File: config.mk
export PLATFORM = sky130hd
export DESIGN_NAME = mul_div_unit
export DESIGN_NICKNAME = d
export VERILOG_FILES = /design/src/rtl/mul_div_unit_pkg.sv /design/src/rtl/mdu_div_core.sv /design/src/rtl/mul_div_unit.sv
export SDC_FILE = /design/constraint.sdc
export NUM_CORES = 1
export LEC_CHECK = 0
export CAP_MARGIN = 40
export CORE_UTILIZATION = 30
export CTS_BUF_LIST = sky130_fd_sc_hd__clkbuf_2
export DETAILED_ROUTE_END_ITERATION = 16
export MAX_ROUTING_LAYER = met4
export PLACE_DENSITY = 0.46
export SETUP_SLACK_MARGIN = 0.5
export SYNTH_ARGS = -nofsm -noshare
export SYNTH_HDL_FRONTEND = slang
export SYNTH_SLANG_ARGS = --single-unit
File: constraint.sdc
create_clock -name clk -period 5.4 [get_ports clk]
set_input_delay 1.08 -clock clk [delete_from_list [all_inputs] [get_ports clk]]
set_output_delay 1.08 -clock clk [all_outputs]
set_load 0.02 [all_outputs]
File: src/rtl/mul_div_unit_pkg.sv
// Shared definitions for the multiply/divide unit: op codes, FSM state
// encoding, iteration count and a small two's-complement helper.
package mul_div_unit_pkg;

  localparam int XLEN       = 32;
  localparam int ITERATIONS = 32;

  localparam logic OP_MUL = 1'b0;
  localparam logic OP_DIV = 1'b1;

  typedef enum logic [1:0] {
    ST_IDLE = 2'd0,
    ST_RUN  = 2'd1,
    ST_DONE = 2'd2
  } state_t;

  // Conditionally negate a two's-complement word.
  function automatic logic [XLEN-1:0] neg_if(input logic [XLEN-1:0] v, input logic n);
    return n ? (~v + 32'd1) : v;
  endfunction

endpackage

File: src/rtl/mdu_div_core.sv
// One non-restoring divide iteration on unsigned magnitudes.
// The partial remainder is kept as a 33-bit signed value; the final
// restore and the sign fix-up of quotient and remainder live in the parent.
module mdu_div_core (
  input  logic [32:0] rem,
  input  logic [31:0] quo,
  input  logic [31:0] divisor,
  output logic [32:0] rem_next,
  output logic [31:0] quo_next
);

  logic [32:0] shifted;

  // Shift {rem,quo} left, then add or subtract the divisor by remainder sign.
  always_comb begin
    shifted = {rem[31:0], quo[31]};
    if (rem[32]) begin
      rem_next = shifted + {1'b0, divisor};
    end else begin
      rem_next = shifted - {1'b0, divisor};
    end
    quo_next = {quo[30:0], ~rem_next[32]};
  end

endmodule

File: src/rtl/mul_div_unit.sv
// Iterative 32-bit signed multiply (radix-2 Booth) / divide (non-restoring).
// Timeline: the start edge loads the operands, the next 32 edges each run
// one iteration, and the following edge applies the result fix-up while
// entering DONE, so done appears 33 edges after the start edge.
module mul_div_unit
  import mul_div_unit_pkg::*;
(
  input  logic        clk,
  input  logic        clr,
  input  logic        start,
  input  logic        op,
  input  logic [31:0] a,
  input  logic [31:0] b,
  output logic        busy,
  output logic        done,
  output logic [31:0] hi,
  output logic [31:0] lo,
  output logic        hilo_write,
  output logic        div_by_zero
);

  localparam logic [4:0] LAST_ITER = 5'(ITERATIONS - 1);

  state_t      state;
  state_t      state_next;
  logic [4:0]  cnt;
  logic        iter_end;

  // Latched request and working datapath registers.
  logic        op_lat;
  logic [31:0] a_lat;
  logic [31:0] m_reg;
  logic [32:0] acc;
  logic [31:0] q_reg;
  logic        q_m1;
  logic        q_neg;
  logic        r_neg;
  logic        b_zero;

  // Combinational step results.
  logic [32:0] booth_sum;
  logic [32:0] mul_acc_next;
  logic [31:0] mul_q_next;
  logic [32:0] div_acc_next;
  logic [31:0] div_q_next;
  logic [32:0] rem_fix;
  logic [31:0] div_hi;
  logic [31:0] div_lo;

  mdu_div_core u_div_core (
    .rem      (acc),
    .quo      (q_reg),
    .divisor  (m_reg),
    .rem_next (div_acc_next),
    .quo_next (div_q_next)
  );

  // Booth step: add/subtract the sign-extended multiplier, then shift right.
  always_comb begin
    booth_sum = acc;
    case ({q_reg[0], q_m1})
      2'b01:   booth_sum = acc + {m_reg[31], m_reg};
      2'b10:   booth_sum = acc - {m_reg[31], m_reg};
      default: booth_sum = acc;
    endcase
    mul_acc_next = {booth_sum[32], booth_sum[32:1]};
    mul_q_next   = {booth_sum[0], q_reg[31:1]};
  end

  // Divide fix-up: restore a negative remainder, then apply result signs.
  always_comb begin
    rem_fix = acc[32] ? (acc + {1'b0, m_reg}) : acc;
    div_lo  = neg_if(q_reg, q_neg);
    div_hi  = neg_if(rem_fix[31:0], r_neg);
  end

  // State register.
  always_ff @(posedge clk or negedge clr) begin
    if (!clr) begin
      state <= ST_IDLE;
    end else begin
      state <= state_next;
    end
  end

  // Next-state logic; start only matters in IDLE.
  always_comb begin
    state_next = state;
    case (state)
      ST_IDLE: if (start) state_next = ST_RUN;
      ST_RUN:  if (iter_end) state_next = ST_DONE;
      default: state_next = ST_IDLE;
    endcase
  end

  // Status outputs decoded from the state.
  always_comb begin
    busy       = (state != ST_IDLE);
    done       = (state == ST_DONE);
    hilo_write = (state == ST_DONE);
  end

  // Operand latch, iteration datapath, counter and result registers.
  always_ff @(posedge clk or negedge clr) begin
    if (!clr) begin
      cnt         <= '0;
      iter_end    <= 1'b0;
      op_lat      <= OP_MUL;
      a_lat       <= '0;
      m_reg       <= '0;
      acc         <= '0;
      q_reg       <= '0;
      q_m1        <= 1'b0;
      q_neg       <= 1'b0;
      r_neg       <= 1'b0;
      b_zero      <= 1'b0;
      hi          <= '0;
      lo          <= '0;
      div_by_zero <= 1'b0;
    end else begin
      case (state)
        ST_IDLE: begin
          if (start) begin
            op_lat   <= op;
            a_lat    <= a;
            acc      <= '0;
            q_m1     <= 1'b0;
            cnt      <= '0;
            iter_end <= 1'b0;
            if (op == OP_DIV) begin
              q_reg  <= neg_if(a, a[31]);
              m_reg  <= neg_if(b, b[31]);
              q_neg  <= a[31] ^ b[31];
              r_neg  <= a[31];
              b_zero <= (b == 32'd0);
            end else begin
              q_reg  <= a;
              m_reg  <= b;
              q_neg  <= 1'b0;
              r_neg  <= 1'b0;
              b_zero <= 1'b0;
            end
          end
        end
        ST_RUN: begin
          if (!iter_end) begin
            if (op_lat == OP_DIV) begin
              acc   <= div_acc_next;
              q_reg <= div_q_next;
            end else begin
              acc   <= mul_acc_next;
              q_reg <= mul_q_next;
            end
            q_m1 <= q_reg[0];
            cnt  <= cnt + 5'd1;
            if (cnt == LAST_ITER) iter_end <= 1'b1;
          end else begin
            // Results are written exactly once, on the edge entering DONE.
            if (op_lat == OP_DIV) begin
              if (b_zero) begin
                hi <= a_lat;
                lo <= 32'hFFFF_FFFF;
              end else begin
                hi <= div_hi;
                lo <= div_lo;
              end
              div_by_zero <= b_zero;
            end else begin
              hi          <= acc[31:0];
              lo          <= q_reg;
              div_by_zero <= 1'b0;
            end
          end
        end
        default: ;
      endcase
    end
  end

endmodule

Word level (Yosys, flattened, before mapping)
Cells that the tools add are included.
- add/subtract/negate cells: 10
- equality and inequality tests: 8
- multiplexer cells: 37
- bitwise logic cells: 6
- reduce and logical (&&, ||, !) cells: 9
- operators by type and width (cell ; number):
    $mux W32 ; 14
    $mux W33 ; 4
    $pmux W33 S2 ; 2
    $add A32 B1 Y32 const B ; 4
    $not A32 Y32 ; 4
    $pmux W32 S2 ; 1
    $add A33 B32 Y33 ; 1
    $add A33 B33 Y33 ; 1
    $sub A33 B32 Y33 ; 1
    $sub A33 B33 Y33 ; 1
    $add A32 B32 Y32 ; 1
    $logic_not A32 Y1 ; 1
    $mux W5 ; 2
    $pmux W5 S2 ; 1
    $mux W1 ; 8
    $reduce_and A2 Y1 ; 4
    $ne A2 B2 Y1 const B ; 3
    $add A5 B1 Y5 const B ; 1
    $eq A5 B5 Y1 const B ; 1
    $eq A2 B1 Y1 const B ; 2
    $eq A2 B2 Y1 const B ; 2
    $mux W2 ; 2
    $pmux W1 S2 ; 2
    $pmux W2 S2 ; 1
    other kinds (5) ; 6
- register bits after elaboration: 207
- input bits: 68
- output and inout port bits: 68
- logic and storage cells: 85

Logic depth before layout (Yosys ltp)
Gate-level depths: netlist of run 1.
- depth after elaboration: 7
- mapped depth: 22
- gate-level depth less buffers: 21

Hierarchy
From an unflattened synthesis of run 1, not the netlist that was laid out.
- cells, all modules: 2508
- area total of the unflattened synthesis: 19233.4 µm²
- by module, submodules not included (module ; instances ; cells each ; area an instance (µm²) ; sequential area each (µm²)):
    mul_div_unit ; 1 ; 2124 ; 16540.9 ; 5180.0
    mdu_div_core ; 1 ; 384 ; 2692.6 ; 0.0

Least setup slack after synthesis of run 1
No wires, ideal clock.
- path kind: register -> register
- start: reg acc[32]
- end: reg acc[32]
- library setup time: 126 ps
- data arrival time: 5307 ps
- required time: 5274 ps
- slack: -33 ps
- cell stages (with the launch flop): 22
- buffers on the path: 7
- period minus slack after synthesis: 5433 ps
- cells stage by stage: dfrtp_1 -> clkbuf_1 -> clkbuf_1 -> clkbuf_1 -> clkbuf_1 -> buf_1 -> clkbuf_1 -> buf_1 -> nor2_1 -> xor2_1 -> ha_1 -> nor2b_1 -> o31a_1 -> o311ai_0 -> a211oi_1 -> o21ai_0 -> o211ai_1 -> a41oi_1 -> mux2i_1 -> nor2_1 -> o211a_1 -> a221o_1
- word-level cells in the longest chain between the ends: 5
- elaborated cells on any way between the ends: 7
- those cells by class: add/sub (2); mux (5)
- ends and longest elaborated chain (element ; line ; text):
    start, declared ; mul_div_unit.sv:33 ; logic [32:0] acc;
    start signal, assigned ; mul_div_unit.sv:148 ; acc <= div_acc_next;
    start signal, assigned ; mul_div_unit.sv:151 ; acc <= mul_acc_next;
    $sub A33 B33 Y33 or $add A33 B33 Y33 (tied branches) ; mul_div_unit.sv:63, mul_div_unit.sv:62 ;
    $pmux W33 S2 ; mul_div_unit.sv:61 ; case ({q_reg[0], q_m1})
    $mux W33 * ; mul_div_unit.sv:147 ; if (op_lat == OP_DIV) begin
    $mux W33 * ; mul_div_unit.sv:146 ; if (!iter_end) begin
    $pmux W33 S2 * ; mul_div_unit.sv:121 ; case (state)
Mark *: on every way between the ends. The rest lies on a longest branch, timed or not. The select of a mux whose other input is x is not followed.
A chain may end at the register's enable or synchronous reset.

Worst setup path in the final report of run 1
- start: reg m_reg[0]
- end: reg acc[32]
- word-level cells in the longest chain between the ends: 5
- elaborated cells on any way between the ends: 9
- those cells by class: add/sub (4); mux (5)
- ends and longest elaborated chain (element ; line ; text):
    start, declared ; mul_div_unit.sv:32 ; logic [31:0] m_reg;
    start signal, assigned ; mul_div_unit.sv:132 ; m_reg <= neg_if(b, b[31]);
    $sub A33 B33 Y33, or another cell as far along ; mul_div_unit.sv:63 ; 2'b10: booth_sum = acc - {m_reg[31], m_reg};
    $pmux W33 S2 or $mux W33 (tied branches) ; mul_div_unit.sv:61, mdu_div_core.sv:17 ;
    $mux W33 * ; mul_div_unit.sv:147 ;
    $mux W33 * ; mul_div_unit.sv:146 ;
    $pmux W33 S2 * ; mul_div_unit.sv:121 ;
Marks and branches as above.

==> results of run 1 <==
[metal layers]
metal,track usage [%],routed length [um],share of wire (%)
met1,29.2,32400,48
met2,34.6,30900,46
met3,2.89,2740,4.1
met4,5.73,1280,1.9
met5,-,0,0
[stage by stage]
step | worst slack (ns) | cell area [um^2] | std cells
2_1_floorplan | 0.545 | 18700 | 2424
3_3_place_gp | 0.306 | 20900 | 3305
3_5_place_dp | 0.323 | 20900 | 3305
4_1_cts | 0.506 | 21500 | 3422
5_1_grt | 0.460 | 21700 | 3428
6_report | 0.670 | 21700 | 3429
[worst reg2reg max path, cell delays in order, from the launching register on]
cell and delay (ns):
dfrtp_2 0.45, or3_4 0.41, or3_1 0.37, nor2_2 0.18, and2_4 0.17, nand2_2 0.09
or4b_4 0.54, nor3_2 0.15, nor2_1 0.08, xor2_1 0.15, ha_1 0.38, a21o_1 0.18
a21o_1 0.18, a21oi_2 0.14, o211ai_1 0.18, a41oi_2 0.26, mux2i_1 0.26, nor2_1 0.08
o211a_1 0.14, a221o_1 0.25
[worst paths after layout]
check	to	from	cells after the start	slack (ns)
hold / removal	a_lat[4]	clr	1	0.10
setup / recovery	acc[32]	m_reg[0]	19	0.67
min in group clk	hi[5]	hi[5]	2	0.48
hold reg to reg	hi[5]	hi[5]	2	0.48
setup reg to reg	acc[32]	m_reg[0]	19	0.67
max in group asynchronous	q_reg[10]	clr	2	4.18
[kinds of logic after synthesis]
kind of cell	Yosys count
DFF	207
buffers and inverters	192
adders and majority gates	106
xor gates and xnor gates	236
muxes	52
AOI/OAI and AO/OA	763
and+or+nand+nor	868
[timing repair]
item                                    4_1_cts  5_1_grt
setup buffers                                 0        2
pin swaps                                     1        4
gates resized for setup                       6       23
endpoints found under the setup margin        3       16
[layout make-up]
type / instances / area (um^2)
tap: 837 / 1050
clock inverter: 27 / 153
clock buffer: 90 / 450
inverter: 54 / 203
fill: 6592 / 39900
multi-input combinational: 2025 / 12900
sequential: 207 / 5190
timing repair buffer: 184 / 1740
antenna: 5 / 12.5
[synth_stat cells, types with 5 or more instances]
cell type	n	area share, %
buf_1	8	0.16
a21oi_1	218	5.9
o31ai_1	21	0.85
o211ai_1	31	1.2
xor2_1	101	4.7
nand3_1	39	1.0
a32o_1	13	0.70
a211o_1	5	0.23
nor2b_1	19	0.64
nor2_1	231	4.7
buf_2	5	0.13
nor3b_1	5	0.20
a221o_1	9	0.48
clkbuf_1	122	2.5
and3b_1	6	0.28
o21bai_1	12	0.48
or4_1	10	0.40
o21a_1	11	0.44
o41ai_1	11	0.52
xnor2_1	134	6.3
o21ai_0	234	6.3
or2_2	9	0.30
o311ai_0	5	0.23
nor3_1	48	1.3
inv_1	52	1.0
a21o_1	59	2.4
nand2_1	347	7.0
a31oi_1	24	0.81
a221oi_1	5	0.23
o211a_1	5	0.27
dfrtp_1	207	28
and3_1	37	1.2
o2111ai_1	5	0.23
nor4_1	19	0.64
and2_1	16	0.54
nand4_1	10	0.34
nand3b_1	5	0.20
a22o_1	6	0.28
o21ai_1	13	0.35
a211oi_1	27	1.1
nand2b_1	30	1.0
mux2i_1	46	2.5
or3_1	21	0.70
o22ai_1	8	0.27
ha_1	103	6.9
==> results.sh, run 1 <==
export IMPL_synth_xor_area_share_pct=11.2
export IMPL_slew_headroom_pct=35.6
export IMPL_period_minus_slack_ns=4.73
export IMPL_synth_warnings=0
export IMPL_core_area_um2=61600
export IMPL_whs_ns=0.102
export IMPL_grt_max_degree=112
export IMPL_synth_cells=2424
export IMPL_slowest_delay_ns=0.54
export IMPL_tightest_slew_ns=0.967
export IMPL_synth_area_mux_share_pct=2.87
export IMPL_yosysSeqAreaShare_pct=27.8
export IMPL_synth_area_um2=18600
export IMPL_grt_usage_pct=21.9
export IMPL_synth_simple_gate_area_share_pct=21.4
export IMPL_insertion_delay_ns=1.07
export IMPL_layout_common_cells="nand2_1 (344), o21ai_0 (233), nor2_1 (228)"
export IMPL_ant_nets=0
export IMPL_tns_ns=0
export IMPL_crit_chain="or3_4, or3_1, nor2_2, and2_4, nand2_2, or4b_4, nor3_2, nor2_1, xor2_1, ha_1, a21o_1, a21o_1, a21oi_2, o211ai_1, a41oi_2, mux2i_1, nor2_1, o211a_1, a221o_1"
export IMPL_drv_cap=0
export IMPL_period_share_pct=87.6
export IMPL_dieArea_um2=63200
export IMPL_io_buffers=135
export IMPL_max_freq_ghz=0.211
export IMPL_final_common_cell="nand2_1"
export IMPL_dr_pass1_iters=5
export IMPL_hp_class="primary input to async pin"
export IMPL_drive_above_1_share_pct=8.47
export IMPL_synth_edff_count=0
export IMPL_cp_max_fo=6
export IMPL_cpLargestDelayFamily="simple AND/OR/NAND/NOR gates"
export IMPL_rows=91
export IMPL_synth_top_family_by_area="compound AO/OA/AOI/OAI gates"
export IMPL_crit_arrival_ns=5.66
export IMPL_yosys_register_bits=207
export IMPL_htree_levels=3
export IMPL_path_class="flop to flop"
export IMPL_io_pins=136
export IMPL_place_gp_congestion=0.923
export IMPL_largest_register_ffs=33
export IMPL_largest_register="acc"
export IMPL_async_flop_share_pct=100
export IMPL_rsz0062_at_grt="true"
export IMPL_synth_fp_nets=2598
export IMPL_path_clk_slew_ns=0.10
export IMPL_cp_start_kind="flop"
export IMPL_cp_end_kind="flop"
export IMPL_cts_tree="yes"
export IMPL_chipWidth_um=251
export IMPL_dr_first_iter_drc_count=1088
export IMPL_final_core_util_pct=35.2
export IMPL_drt_wl_total_um=67300
export IMPL_num_nets_final=2712
export IMPL_synthDistinctLibCells=89
export IMPL_setup_violations_final=0
export IMPL_antenna_found_initial=4
export IMPL_final_hold_violation_count=0
export IMPL_ctsHoldBuffers=0
export IMPL_cts_made_buffers=66
export IMPL_synthToLayoutAreaGrowth_pct=16.2
export IMPL_hpwl_um=50700
export IMPL_initial_core_util_pct=30.3
export IMPL_wl_per_cell_um=19.6
export IMPL_slew_viol_final=0
export IMPL_first_global_vias=17800
export IMPL_required_ns=6.33
export IMPL_vias=18200
export IMPL_routed_via_density=5.31
export IMPL_status="complete, no violations"
export IMPL_clock_skew_ns=0.0994
export IMPL_synth_fa_ha_area_share_pct=7.23
export IMPL_cp_num_buf_inv=0
export IMPL_slowest_stage="or4b_4"
export IMPL_synth_compound_area_share_pct=25.6
export IMPL_syn_avg_cell_area_um2=7.69
export IMPL_die_h_um=251
export IMPL_cts_max_path_buffers=3
export IMPL_clock_sinks=207
export IMPL_drc=0
export IMPL_grt_pass1_wl_um=105000
export IMPL_root_buffer="clkbuf_2"
export IMPL_synth_main_ff_cell="dfrtp_1"
export IMPL_grt_overflow=0
Power of run 1 is not shown: default switching activity piles up to over one toggle a cycle in this logic, so the estimate is an artifact.
==> run 2: changes to the inputs <==
Settings changed: PLACE_DENSITY 0.46 to 0.44.
Clock period 5.4 ns to 5.88 ns, I/O delays scaled along.
==> results.sh, run 2 (synthesis results as in run 1) <==
export IMPL_clock_skew_ns=0.119
export IMPL_drive_above_1_share_pct=7.67
export IMPL_clock_sinks=207
export IMPL_grt_overflow=0
export IMPL_grt_max_degree=100
export IMPL_slew_headroom_pct=34.6
export IMPL_initial_core_util_pct=30.3
export IMPL_r2r_slack_ns=0.69
export IMPL_crit_arrival_ns=6.04
export IMPL_rows=91
export IMPL_cp_end_kind="flop"
export IMPL_path_class="flop to flop"
export IMPL_setup_violations_final=0
export IMPL_status="complete, no violations"
export IMPL_root_buffer="clkbuf_2"
export IMPL_vias=18100
export IMPL_tns_ns=0
export IMPL_largest_register_ffs=33
export IMPL_synthToLayoutAreaGrowth_pct=15.6
export IMPL_required_ns=6.73
export IMPL_hp_class="primary input to async pin"
export IMPL_largest_register="acc"
export IMPL_cts_max_path_buffers=3
export IMPL_path_clk_slew_ns=0.10
export IMPL_r2r_start="m_reg[2]"
export IMPL_chipWidth_um=251
export IMPL_routed_via_density=5.30
export IMPL_final_hold_violation_count=0
export IMPL_die_h_um=251
export IMPL_ant_nets=0
export IMPL_rr_endpoint="acc[32]"
export IMPL_cts_tree="yes"
export IMPL_period_share_pct=88.2
export IMPL_first_global_vias=17500
export IMPL_dr_pass1_iters=7
export IMPL_layout_common_cells="nand2_1 (345), o21ai_0 (232), nor2_1 (230)"
export IMPL_grt_pass1_wl_um=106000
export IMPL_dieArea_um2=63200
export IMPL_hpwl_um=52000
export IMPL_drc=0
export IMPL_max_freq_ghz=0.193
export IMPL_num_nets_final=2705
export IMPL_dr_first_iter_drc_count=1337
export IMPL_ctsHoldBuffers=0
export IMPL_place_gp_congestion=0.921
export IMPL_drv_cap=0
export IMPL_grt_usage_pct=22.4
export IMPL_period_minus_slack_ns=5.19
export IMPL_final_common_cell="nand2_1"
export IMPL_tightest_slew_ns=0.968
export IMPL_io_pins=136
export IMPL_drt_wl_total_um=68900
export IMPL_cp_max_fo=7
export IMPL_insertion_delay_ns=1.04
export IMPL_reg2regPathDepth=20
export IMPL_core_area_um2=61600
export IMPL_cp_start_kind="flop"
export IMPL_cts_made_buffers=70
export IMPL_wl_per_cell_um=20.2
export IMPL_antenna_found_initial=3
export IMPL_io_buffers=135
export IMPL_slew_viol_final=0
export IMPL_htree_levels=3
export IMPL_rsz0062_at_grt="false"
-- run 2: what timing repair did --
action,4_1_cts,5_1_grt
resized for setup,2,15
setup endpoints to repair,2,8
setup buffers,0,1
-- run 2: routing by layer --
layer | routed length (um) | part of all wire, % | vias to the layer above | GRT usage [%]
met1 | 33100 | 48 | 8520 | 30.1
met3 | 3650 | 5.3 | 114 | 3.51
li1 | - | - | 8932 | -
met4 | 1940 | 2.8 | 0 | 7.70
met5 | 0 | 0 | - | -
met2 | 30200 | 44 | 494 | 33.9
-- run 2: area by class of cell --
type / count / area (um^2)
clock buffer: 94 / 470
sequential: 207 / 5190
fill: 6595 / 40000
tap: 837 / 1050
multi-input combinational: 2025 / 12800
clock inverter: 16 / 121
antenna: 3 / 7.51
inverter: 54 / 203
timing repair buffer: 173 / 1690
-- run 2: worst max path at each step --
stage | startpoint | to | slack [ns]
2_1_floorplan | acc[32] | acc[32] | 0.55
3_3_place_gp | m_reg[1] | acc[32] | 0.57
5_1_grt | m_reg[2] | acc[32] | 0.52
4_1_cts | m_reg[2] | acc[32] | 0.59
3_5_place_dp | m_reg[1] | acc[32] | 0.39
6_report | m_reg[2] | acc[32] | 0.69
-- run 2: per-stage QoR --
stage | utilization, % | hold WS, ns | cell area [um^2] | instances | setup slack, ns
floorplan | - | 0.437 | 18600 | 2424 | 0.548
global placement | 33.8 | 0.460 | 20800 | 3294 | 0.573
detailed placement | 33.9 | 0.464 | 20900 | 3295 | 0.390
CTS | 34.9 | 0.102 | 21500 | 3405 | 0.590
global route | 35.0 | 0.188 | 21500 | 3408 | 0.518
finish | 35.0 | 0.225 | 21500 | 3409 | 0.692
-- run 2: critical path, stage by stage (launching register included) --
cell and delay, ns:
dfrtp_2 0.47, or3_1 0.48, or3_1 0.39, nor2_1 0.18, and2_1 0.24, nand2_1 0.17
or4b_4 0.55, nor3_2 0.28, nand2b_1 0.12, nor2_1 0.16, nor2_1 0.08, xnor2_1 0.14
ha_1 0.38, a21o_1 0.21, a21o_1 0.18, a21oi_1 0.14, inv_1 0.08, nor2_1 0.16
xor2_1 0.20, o31ai_1 0.08, a221o_1 0.30
Power of run 2 is left out for the same reason.
